==> src/rtl/bcd_pkg.sv <==
// bcd_pkg: shared BCD constants, legal modulus range and binary-to-two-digit-BCD helper
package bcd_pkg;
  localparam logic [3:0] BCD_MAX = 4'd9;
  localparam int MOD_MIN = 2;
  localparam int MOD_MAX = 100;
  function automatic logic [7:0] bin2bcd2(input int v);
    return {4'(v / 10), 4'(v % 10)};
  endfunction
endpackage

==> src/rtl/bcd_digit.sv <==
// bcd_digit: one BCD digit register (clk,rst,init,lim,set,set_val,inc,dec -> q,at_max,at_min); inc/dec wrap between 0 and lim
module bcd_digit (
  input  logic       clk,
  input  logic       rst,
  input  logic [3:0] init,
  input  logic [3:0] lim,
  input  logic       set,
  input  logic [3:0] set_val,
  input  logic       inc,
  input  logic       dec,
  output logic [3:0] q,
  output logic       at_max,
  output logic       at_min
);
  assign at_max = q == lim;
  assign at_min = q == 4'd0;
  always_ff @(posedge clk)
    if (rst) q <= init;
    else if (set) q <= set_val;
    else if (inc) q <= at_max ? 4'd0 : q + 4'd1;
    else if (dec) q <= at_min ? lim : q - 4'd1;
endmodule

==> src/rtl/bcd_mod_counter.sv <==
// bcd_mod_counter: two-digit BCD modulo-MOD counter (clk,rst,tick_in,up_dn,load,load_tens,load_ones -> tens,ones,carry_out,tc,load_err); down-count enabled by BCD_CNT_DOWN_EN
module bcd_mod_counter
  import bcd_pkg::*;
#(
  parameter int MOD      = 60,
  parameter int INIT_VAL = 0
) (
  input  logic       clk,
  input  logic       rst,
  input  logic       tick_in,
  input  logic       up_dn,
  input  logic       load,
  input  logic [3:0] load_tens,
  input  logic [3:0] load_ones,
  output logic [3:0] tens,
  output logic [3:0] ones,
  output logic       carry_out,
  output logic       tc,
  output logic       load_err
);
  localparam logic [7:0] MAX_BCD  = bin2bcd2(MOD - 1);
  localparam logic [7:0] INIT_BCD = bin2bcd2(INIT_VAL);
  localparam logic [3:0] T_MAX    = MAX_BCD[7:4];
  localparam logic [3:0] O_MAX    = MAX_BCD[3:0];
  generate
    if (MOD < MOD_MIN || MOD > MOD_MAX || INIT_VAL < 0 || INIT_VAL >= MOD) begin : g_bad_param
      $error("bcd_mod_counter: MOD must be 2..100 and INIT_VAL 0..MOD-1");
    end
  endgenerate
  function automatic logic in_range(input logic [3:0] t, input logic [3:0] o);
    return o <= BCD_MAX && (t < T_MAX || (t == T_MAX && o <= O_MAX));
  endfunction
  logic down, legal, load_ok, at_top, at_bot, wrap, set;
  logic [3:0] set_t, set_o;
  logic t_max, t_min, o_max, o_min;
`ifdef BCD_CNT_DOWN_EN
  assign down = !up_dn;
`else
  assign down = up_dn & 1'b0;
`endif
  always_comb begin
    legal     = in_range(tens, ones);
    load_ok   = in_range(load_tens, load_ones);
    at_top    = t_max && ones == O_MAX;
    at_bot    = t_min && o_min;
    wrap      = down ? at_bot : at_top;
    tc        = wrap;
    carry_out = !rst && !load && tick_in && wrap;
    set       = load || (tick_in && (!legal || wrap));
    set_t     = load ? (load_ok ? load_tens : 4'd0) : (legal && down && at_bot ? T_MAX : 4'd0);
    set_o     = load ? (load_ok ? load_ones : 4'd0) : (legal && down && at_bot ? O_MAX : 4'd0);
  end
  bcd_digit u_tens (
    .clk(clk), .rst(rst), .init(INIT_BCD[7:4]), .lim(T_MAX),
    .set(set), .set_val(set_t),
    .inc(tick_in && !down && o_max), .dec(tick_in && down && o_min),
    .q(tens), .at_max(t_max), .at_min(t_min)
  );
  bcd_digit u_ones (
    .clk(clk), .rst(rst), .init(INIT_BCD[3:0]), .lim(BCD_MAX),
    .set(set), .set_val(set_o),
    .inc(tick_in && !down), .dec(tick_in && down),
    .q(ones), .at_max(o_max), .at_min(o_min)
  );
  always_ff @(posedge clk)
    load_err <= rst ? 1'b0 : load && !load_ok;
endmodule

==> config.mk <==
export PLATFORM = sky130hd
export DESIGN_NAME = bcd_mod_counter
export DESIGN_NICKNAME = d
export VERILOG_FILES = /design/src/rtl/bcd_pkg.sv /design/src/rtl/bcd_digit.sv /design/src/rtl/bcd_mod_counter.sv
export SDC_FILE = /design/constraint.sdc
export NUM_CORES = 1
export LEC_CHECK = 0
export BUFFER_PORTS_ARGS = -buffer_cell sky130_fd_sc_hd__buf_4
export CAP_MARGIN = 10
export CORE_MARGIN = 2
export CORE_UTILIZATION = 37
export DETAILED_ROUTE_END_ITERATION = 6
export SYNTH_ARGS = -nofsm -noshare
export SYNTH_HDL_FRONTEND = slang
export SYNTH_SLANG_ARGS = --single-unit
==> constraint.sdc <==
create_clock -name clk -period 1.4 [get_ports clk]
set_input_delay 0.28 -clock clk [delete_from_list [all_inputs] [get_ports clk]]
set_output_delay 0.28 -clock clk [all_outputs]
set_load 0.01 [all_outputs]
* After elaboration in Yosys (flattened, before gate mapping) *
Cells that the tools add are included.

storage, ports and cells
  bits in registers = 9
  bits in latches = 0
  bits in writable memories = 0
  memory bits (read-only) = 0
  bits of input ports = 13
  output and inout bits = 11
  word-level logic and storage cells = 43
  memories kept = 0

cells by class
  add/subtract/negate cells = 2
  multiply operators = 0
  divide/modulo/power cells = 0
  $lt $le $gt $ge = 4
  equal/unequal tests = 3
  shift-type cells = 0
  muxes and demuxes = 10
  bitwise operators = 0
  reduce and logical (&&, ||, !) cells = 21

operators with widths
  kind                 number
  $mux 4               10
  $logic_and 1x1->1    11
  $add 4x1->4 const B  2
  $eq 4x3->1 const B   2
  $le 4x4->1 const B   2
  $lt 4x3->1 const B   2
  $eq 4x4->1 const B   1
  $logic_not 1->1      4
  $logic_or 1x1->1     4
  $reduce_bool 2->1    2

* Depth between registers and ports, before layout *
Gate-level depths: netlist of the first run.

  depth in word-level cells = 9
  mapped depth = 5
  gate-level depth less buffers = 4

* By module *
From an unflattened synthesis of the first run, not the netlist that was laid out.

unflattened totals
  cells, all modules = 142
  area, all modules = 1092.3 sq um

modules (own cells, without submodules)
  module           times used  cells an instance  area each (sq um)  seq. area each (sq um)
  bcd_digit        2           56                 466.7              120.1
  bcd_mod_counter  1           30                 158.9              20.0

* Worst setup path after synthesis of the first run *
No wires, ideal clock.

  path type = register to output
  from = register u_tens.q[2]
  to = output carry_out
  arrival = 1.108 ns
  required time = 1.120 ns
  slack = 0.012 ns
  stages on the path, launching flop included = 4
  buffers on the path = 0
  cells stage by stage = dfxtp_1 -> and2b_1 -> nor4b_1 -> and4_1

on the way
  word-level cells in the longest chain between the ends = 3

RTL lines
  element                   RTL line               text
  start: declaration        bcd_digit.sv:11        output logic [3:0] q,
  start signal: assignment  bcd_digit.sv:18        if (rst) q <= init;
  start signal: assignment  bcd_digit.sv:19        else if (set) q <= set_val;
  start signal: assignment  bcd_digit.sv:20        else if (inc) q <= at_max ? 4'd0 : q + 4'd1;
  $eq 4x3->1                bcd_digit.sv:15        assign at_max = q == lim;
  $logic_and 1x1->1         bcd_mod_counter.sv:44  at_top = t_max && ones == O_MAX;
  $logic_and 1x1->1         bcd_mod_counter.sv:48  carry_out = !rst && !load && tick_in && wrap;
  end: declaration          bcd_mod_counter.sv:17  output logic carry_out,

Every way passes these cells.

* Worst setup path in the final report of the first run *
  from = register u_tens.q[3]
  to = output carry_out

The elaborated chain is that of the path after synthesis.

==> flow_summary.json, run 1 <==
{
  "status": "finished with violations",
  "violations": "setup timing",
  "rsz0062_at_grt": "yes",
  "synth_edf_count": 0,
  "power_leakage_nw": 0.4335,
  "synth_adder_area_share": 0,
  "dp_hpwl_mm": 1.285,
  "drc": 0,
  "final_nets": 125,
  "insertion_delay_ns": 0.27,
  "wirelength_mm": 1.934,
  "synthDistinctLibCells": 43,
  "grt_pass1_vias": 666,
  "rows": 15,
  "grt_util_met3": 0.07059,
  "ir_drop_mv": 0.5667,
  "wl_per_cell_um": 15.11,
  "most-common-layout-cells": "37 x buf_4, 5 x dfxtp_2, 4 x inv_1, 4 x nor2_1",
  "drtAntennaViolNets": 0,
  "areaGrowthSynthToFinish_pct": 56.19,
  "synth_top_cell_by_area": "dfxtp_1",
  "synthXorXnorAreaFrac": 0.02667,
  "cp-start-kind": "flip-flop",
  "synth_top_family_by_area": "compound AO/OA/AOI/OAI gates",
  "core_area_um2": 1689,
  "period_share": 1.154,
  "crit_buf_inv": 1,
  "synth_compound_area_frac": 0.3371,
  "synth_seq_cells": 9,
  "diodes": 0,
  "r2r_setup_slack_ns": -0.05,
  "fin_util": 0.6074,
  "async_reset_ff_frac": 0,
  "grt_remaining_overflow": 0,
  "ys_warn_count": 0,
  "whs_ns": 0.2763,
  "finalHoldViolCount": 0,
  "fin_skew_ns": 0.001559,
  "drt_first_pass_iters": 4,
  "path_clk_slew_ns": 0.06,
  "place_area_um2": 903.4,
  "min_period_ns": 1.616,
  "crit_path_max_incr_delay_ns": 0.33,
  "arrival_ns": 1.34,
  "dieWidth_um": 46.14,
  "min_path_type": "input pin to flip-flop",
  "maxCapViolations": 0,
  "end_kind": "primary output",
  "use_met2": 0.3167,
  "synth_flop_cell": "dfxtp_1",
  "finalWorstSetupSlack_ns": -0.2157,
  "place_inst": 120,
  "cts_buffer_depth": 2,
  "busiest_layer": "met2",
  "synth-seq-area-share": 0.2743,
  "ios": 24,
  "muxShareOfSynthArea": 0.01524,
  "setup_violations": 4,
  "grt_pass1_wl_mm": 2.960,
  "antenna_found_initial": 0,
  "synth_simple_gate_area_frac": 0.2895,
  "syn_inst": 73,
  "start_util": 0.3889,
  "crit_slowest_cell": "dfxtp_2",
  "synth_nets": 86,
  "final_area_um2": 1026,
  "pwr_density_cell_nw_per_um2": 702.7,
  "die_y_um": 46.14,
  "crit_type": "flip-flop to primary output",
  "cp_max_fo": 2,
  "port-buffer-count": 22,
  "grt_util_met1": 0.2589,
  "fin_cells": 128,
  "avgSynthCellArea_um2": 8.998,
  "layout_commonest_cell": "buf_4",
  "worst_pin_slew_ns": 0.3784,
  "cts_inserted_buffers": 3,
  "dieArea_um2": 2128,
  "grt_use_total": 0.2055,
  "cts_tree": "yes",
  "drtIter0Drc": 17,
  "yosysTopAreaCellShare": 0.2743,
  "grt_max_degree": 11,
  "maxSlewViolCount": 0,
  "cp.required_ns": 1.12,
  "drive_gt1_frac": 0.5676,
  "ys_top_cells_by_area": "dfxtp_1 27%, a211oi_4 6.1%, a221oi_2 4.6%",
  "clock-sinks": 9,
  "fmax_mhz": 618.9,
  "cp_cell_sequence": "and2b_1, nor4b_4, and4_1, buf_4",
  "cp_top_family": "simple AND/OR/NAND/NOR gates",
  "syn_area_um2": 656.9,
  "total_power_mw": 0.7209,
  "vias_per_cell": 5.602,
  "route.vias.total": 717,
  "postCtsHoldBufs": 0,
  "gp_congestion": 0.7801,
  "htreeDepth": 1,
  "root_buffer": "clkbuf_4",
  "relSlewSlack": 0.7469
}
==> worst min-delay path, cell delays in order <==
cell	delay, ns
buf_4	0.09
a2bb2oi_2	0.04
nor3_2	0.09
==> kinds of logic after synthesis <==
kind of cell / count (synthesis)
AOI/OAI and AO/OA: 25
xor gates and xnor gates: 2
and+or+nand+nor: 29
muxes: 1
buffers and inverters: 7
DFF: 9
==> cell usage after synthesis (2+ instances only) <==
library cell and number:
inv_1 4, dfxtp_1 9, o31ai_1 2, nand2_1 3, nor2_1 4, a311oi_1 2
o21a_1 2, nor2b_1 2, a211oi_4 2, nand3b_1 2, nor3_1 3, a21oi_1 4
a31oi_1 3, a221oi_2 2
==> area by class of cell <==
cell class                      count  area [µm²]
Clock buffer                        4       26.28
Sequential cell                     9       193.9
Inverter                            4       15.01
Timing Repair Buffer               37       277.8
Fill cell                         167       663.1
Multi-Input combinational cell     57       491.7
Tap cell                           17       21.27
==> stage by stage <==
stage	TNS [ns]	setup slack, ns
after floorplan	0	0.01158
after global placement	-0.02221	-0.02221
after detailed placement	-0.02182	-0.02182
after CTS	-0.5260	-0.1881
after global routing	-0.8377	-0.3127
final	-0.5185	-0.2157
==> state kept, by name, summed over array words and instances, names as in the netlist <==
register / flops
u_tens.q: 4
load_err: 1
u_ones.q: 4
==> per-layer routing <==
| metal | wire length [µm] | share of wire |
|---|---|---|
| met5 | 0 | 0 |
| met4 | 53 | 0.027 |
| met3 | 94 | 0.049 |
| met2 | 933 | 0.48 |
| met1 | 853 | 0.44 |
==> where the power goes <==
group,switching (mW),leakage [nW],internal (mW)
sequential,0.0207,0.0773,0.271
combinational,0.103,0.341,0.119
clock,0.0968,0.0150,0.110
==> final timing paths <==
path	depth (start not counted)	startpoint	endpoint
max	4	u_tens.q[3]	carry_out
min	3	load_ones[3]	u_ones.q[3]
max reg2reg	5	u_tens.q[3]	u_tens.q[2]
min reg2reg	2	u_ones.q[0]	u_ones.q[0]
==> timing repair <==
item / CTS / global route
setup buffers: 4 / 1
hold endpoints to repair: 0 / 0
gates resized for setup: 9 / 9
setup endpoints to repair: 2 / 10
pin swaps: 5 / 7
No activity file was read; power rests on OpenSTA's default activity.
==> run 2, diff against run 1 <==
--- a/config.mk
+++ b/config.mk
@@ -6,10 +6,11 @@
 export NUM_CORES = 1
 export LEC_CHECK = 0
 export BUFFER_PORTS_ARGS = -buffer_cell sky130_fd_sc_hd__buf_4
-export CAP_MARGIN = 10
+export CAP_MARGIN = 5
 export CORE_MARGIN = 2
-export CORE_UTILIZATION = 37
+export CORE_UTILIZATION = 47
 export DETAILED_ROUTE_END_ITERATION = 6
+export PLACE_DENSITY = 0.76
 export SYNTH_ARGS = -nofsm -noshare
 export SYNTH_HDL_FRONTEND = slang
 export SYNTH_SLANG_ARGS = --single-unit
==> flow_summary.json, run 2 (synthesized netlist as in run 1, its figures left out) <==
{
  "drtAntennaViolNets": 0,
  "swShare": 0.3308,
  "finalHoldViolCount": 0,
  "gp_congestion": 0.7988,
  "period_share": 1.158,
  "min_period_ns": 1.621,
  "most-common-layout-cells": "39 x buf_4, 4 x inv_1, 4 x nor2_1, 4 x buf_6, 4 x dfxtp_2",
  "tns_ns": -0.9177,
  "cts_buffer_depth": 2,
  "hold_path_startpoint": "load_ones[1]",
  "whs_path_depth": 3,
  "clock-sinks": 9,
  "core_area_um2": 1301,
  "areaGrowthSynthToFinish_pct": 71.05,
  "dp_hpwl_mm": 1.439,
  "cp_max_fo": 2,
  "pwr_density_cell_nw_per_um2": 691.7,
  "fmax_mhz": 616.8,
  "wirelength_mm": 2.542,
  "p_sw_mw": 0.2571,
  "min_path_type": "input pin to flip-flop",
  "place_ws_ns": -0.09298,
  "power_leakage_nw": 0.4814,
  "cts_inserted_buffers": 3,
  "route.vias.total": 868,
  "cp-start-kind": "flip-flop",
  "dieWidth_um": 41.39,
  "grt_max_degree": 11,
  "final_nets": 132,
  "cp.required_ns": 1.12,
  "r2r_setup_slack_ns": -0.15,
  "r2r_start": "u_tens.q[2]",
  "die_y_um": 41.39,
  "grt_use_total": 0.2713,
  "p_clk_frac": 0.284,
  "startpoint": "u_tens.q[2]",
  "drtIter0Drc": 31,
  "power.internal_mw": 0.5201,
  "fin_skew_ns": 0.0008187,
  "arrival_ns": 1.34,
  "grt_remaining_overflow": 0,
  "diodes": 0,
  "path_clk_slew_ns": 0.07,
  "start_util": 0.5048,
  "setup_violations": 9,
  "status": "finished with violations",
  "grt_pass1_wl_mm": 2.898,
  "drive_gt1_frac": 0.6271,
  "cts_tree": "yes",
  "root_buffer": "clkbuf_4",
  "reg2reg_depth": 7,
  "dieArea_um2": 1713,
  "place_area_um2": 893.4,
  "rows": 13,
  "vias_per_cell": 6.526,
  "grt_pass1_vias": 660,
  "reg_top3": "u_ones.q x4, u_tens.q x4, load_err x1",
  "htreeDepth": 1,
  "port-buffer-count": 22,
  "finalWorstSetupSlack_ns": -0.2213,
  "rsz0062_at_grt": "yes",
  "ios": 24,
  "layout_commonest_cell": "buf_4",
  "insertion_delay_ns": 0.27,
  "crit_type": "flip-flop to primary output",
  "end_kind": "primary output",
  "drc": 0,
  "maxCapViolations": 0,
  "violations": "setup timing",
  "drt_first_pass_iters": 4,
  "seq_power_share": 0.375,
  "wl_per_cell_um": 19.11,
  "p_comb_frac": 0.341,
  "fin_util": 0.8635,
  "antenna_found_initial": 0,
  "worst_pin_slew_ns": 0.4001,
  "relSlewSlack": 0.7324,
  "final_area_um2": 1124,
  "maxSlewViolCount": 0,
  "ir_drop_mv": 0.4806
}
run 2: power by group through the flow:
stage               registers [mW]  logic [mW]  clock network [mW]
finish                       0.292       0.265               0.221
CTS                          0.290       0.220               0.214
floorplan                    0.301       0.101                   0
global placement             0.297       0.192                   0
global route                 0.294       0.278               0.229
detailed placement           0.299       0.198                   0
run 2: path summary, 6_finish.rpt:
check / end
hold / removal: u_ones.q[1]
hold reg to reg: u_ones.q[0]
setup / recovery: tc
setup reg to reg: u_tens.q[0]
run 2: critical path, cell delays in order, from the launching register on:
cell      delay (ns)
dfxtp_4         0.36
and2b_1         0.18
buf_4           0.14
buf_6           0.11
nand4b_1        0.11
inv_1           0.07
buf_6           0.12
run 2: timing repair:
action                                  CTS  global route
hold buffers                              0             0
endpoints found under the setup margin    2            10
gates cloned                              0             0
buffers inserted                          8             5
pin swaps                                 3            13
gates resized for setup                   9            18
run 2: cell type report:
class	instances	area, µm²
Multi-Input combinational cell	57	509.2
Timing Repair Buffer	44	357.8
Sequential cell	9	196.4
Fill cell	70	177.7
Clock buffer	4	26.28
Tap cell	15	18.77
Inverter	4	15.01
run 2: through the flow:
step / std cells / total power, mW / hold slack, ns
global route: 133 / 0.8013 / 0.3312
CTS: 129 / 0.7232 / 0.2944
finish: 133 / 0.7772 / 0.2910
global placement: 117 / 0.4895 / 0.5399
floorplan: 73 / 0.4014 / 0.4474
detailed placement: 117 / 0.4966 / 0.5517
run 2: layer usage:
layer | part of all wire | routed length [µm] | GRT usage | vias to the layer above
met1 | 0.39 | 995 | 0.3408 | 411
met5 | 0 | 0 | 0 | -
li1 | - | - | - | 378
met3 | 0.078 | 199 | 0.04787 | 13
met4 | 0.038 | 97 | 0.1210 | 0
met2 | 0.49 | 1249 | 0.4492 | 66
==> run 3, diff against run 2 <==
--- a/config.mk
+++ b/config.mk
@@ -11,6 +11,7 @@
 export CORE_UTILIZATION = 47
 export DETAILED_ROUTE_END_ITERATION = 6
 export PLACE_DENSITY = 0.76
+export REMOVE_ABC_BUFFERS = 1
 export SYNTH_ARGS = -nofsm -noshare
 export SYNTH_HDL_FRONTEND = slang
 export SYNTH_SLANG_ARGS = --single-unit
==> flow_summary.json, run 3 (synthesized netlist as in run 1, its figures left out) <==
{
  "dp_hpwl_mm": 1.404,
  "most-common-layout-cells": "38 x buf_4, 4 x inv_1, 4 x nor2_1, 4 x dfxtp_2",
  "drtAntennaViolNets": 0,
  "drive_gt1_frac": 0.6261,
  "reg_top3": "u_ones.q x4, u_tens.q x4, load_err x1",
  "crit_buf_inv": 1,
  "crit_type": "flip-flop to primary output",
  "wirelength_mm": 2.051,
  "insertion_delay_ns": 0.26,
  "cts_inserted_buffers": 3,
  "drc": 0,
  "grt_remaining_overflow": 0,
  "period_share": 1.110,
  "layout_commonest_cell": "buf_4",
  "drt_first_pass_iters": 4,
  "cp-start-kind": "flip-flop",
  "min_path_type": "input pin to flip-flop",
  "finalHoldViolCount": 0,
  "arrival_ns": 1.27,
  "core_area_um2": 1301,
  "diodes": 0,
  "cp_top_family": "simple AND/OR/NAND/NOR gates",
  "rows": 13,
  "dieArea_um2": 1713,
  "relSlewSlack": 0.7598,
  "cts_tree": "yes",
  "dieWidth_um": 41.39,
  "clock-sinks": 9,
  "crit_path_max_incr_delay_ns": 0.32,
  "grt_pass1_vias": 665,
  "rsz0062_at_grt": "yes",
  "antenna_found_initial": 0,
  "port-buffer-count": 22,
  "die_y_um": 41.39,
  "fmax_mhz": 643.5,
  "min_period_ns": 1.554,
  "path_clk_slew_ns": 0.07,
  "vias_per_cell": 5.854,
  "cts_buffer_depth": 2,
  "crit_cells": 4,
  "cp_max_fo": 2,
  "root_buffer": "clkbuf_4",
  "worst_pin_slew_ns": 0.3591,
  "setup_violations": 4,
  "htreeDepth": 1,
  "grt_max_degree": 11,
  "start_util": 0.5048,
  "timing.rr.end": "u_tens.q[1]",
  "fin_cells": 130,
  "route.vias.total": 761,
  "final_nets": 129,
  "cp_cell_sequence": "and2b_1, nor4b_2, and4_1, buf_4",
  "violations": "setup timing",
  "areaGrowthSynthToFinish_pct": 63.05,
  "drtIter0Drc": 13,
  "maxSlewViolCount": 0,
  "pwr_density_cell_nw_per_um2": 686.8,
  "status": "finished with violations",
  "tns_ns": -0.3625,
  "whs_ns": 0.3253,
  "wl_per_cell_um": 15.78,
  "r2r_start": "u_ones.q[2]",
  "startpoint": "u_tens.q[3]",
  "ir_drop_mv": 0.5687,
  "place_inst": 118,
  "fin_skew_ns": 0.01073,
  "gp_congestion": 0.7933,
  "end_kind": "primary output",
  "grt_pass1_wl_mm": 3.098,
  "ios": 24,
  "finalWorstSetupSlack_ns": -0.1539,
  "total_power_mw": 0.7356,
  "cp.required_ns": 1.12,
  "maxCapViolations": 0,
  "reg2reg_depth": 5,
  "r2r_setup_slack_ns": -0.03,
  "grt_use_total": 0.2796,
  "crit_slowest_cell": "dfxtp_2",
  "crit_path_end": "carry_out",
  "power_leakage_nw": 0.4566
}
==> run 3: final cells by class <==
cell class,count,area (µm²)
Multi-Input combinational cell,57,495.5
Timing Repair Buffer,41,319.1
Fill cell,80,230.2
Sequential cell,9,196.4
Clock buffer,4,26.28
Tap cell,15,18.77
Inverter,4,15.01
==> run 3: metrics by stage <==
stage | util | worst slack, ns | instance area [µm²]
after floorplan | - | 0.01151 | 634.4
after global placement | 0.6923 | -0.02493 | 900.9
after detailed placement | 0.6923 | -0.07372 | 900.9
after CTS | 0.7817 | -0.1703 | 1017
after global routing | 0.8231 | -0.2081 | 1071
final | 0.8231 | -0.1539 | 1071
==> run 3: how the worst min path moves through the flow <==
| stage | from | end | slack, ns | cells past startpoint |
|---|---|---|---|---|
| after detailed placement | u_ones.q[0] | u_ones.q[0] | 0.53 | 2 |
| after CTS | load_ones[1] | u_ones.q[1] | 0.31 | 3 |
| after global placement | u_ones.q[0] | u_ones.q[0] | 0.52 | 2 |
| after floorplan | rst | u_ones.q[2] | 0.34 | 1 |
| after global routing | load_ones[1] | u_ones.q[1] | 0.35 | 3 |
| final | load_ones[1] | u_ones.q[1] | 0.33 | 3 |
==> run 3: worst min-delay path: cells and delay by family <==
| family | cells | cell delay, ns |
|---|---|---|
| compound gates | 2 | 0.19 |
| buf+inv | 1 | 0.09 |
==> run 3: layer usage <==
metal	global-route usage	part of all wire	vias up	wire length, µm
met5	0	0	-	0
met2	0.4766	0.51	18	1039
met1	0.3355	0.45	373	927
met4	0.1613	0.017	0	34
met3	0.03191	0.024	4	50
li1	-	-	366	-
==> run 3: what timing repair did <==
item | in CTS | in global routing
buffers inserted | 7 | 3
pin swaps | 8 | 8
gates resized for setup | 16 | 9
endpoints found under the setup margin | 4 | 8
hold buffers | 0 | 0
==> run 3: power by group <==
group / internal (mW) / total [mW] / leakage [nW] / switching, mW
clock network: 0.110 / 0.206 / 0.0150 / 0.0961
registers: 0.270 / 0.288 / 0.0776 / 0.0181
logic: 0.128 / 0.242 / 0.364 / 0.114
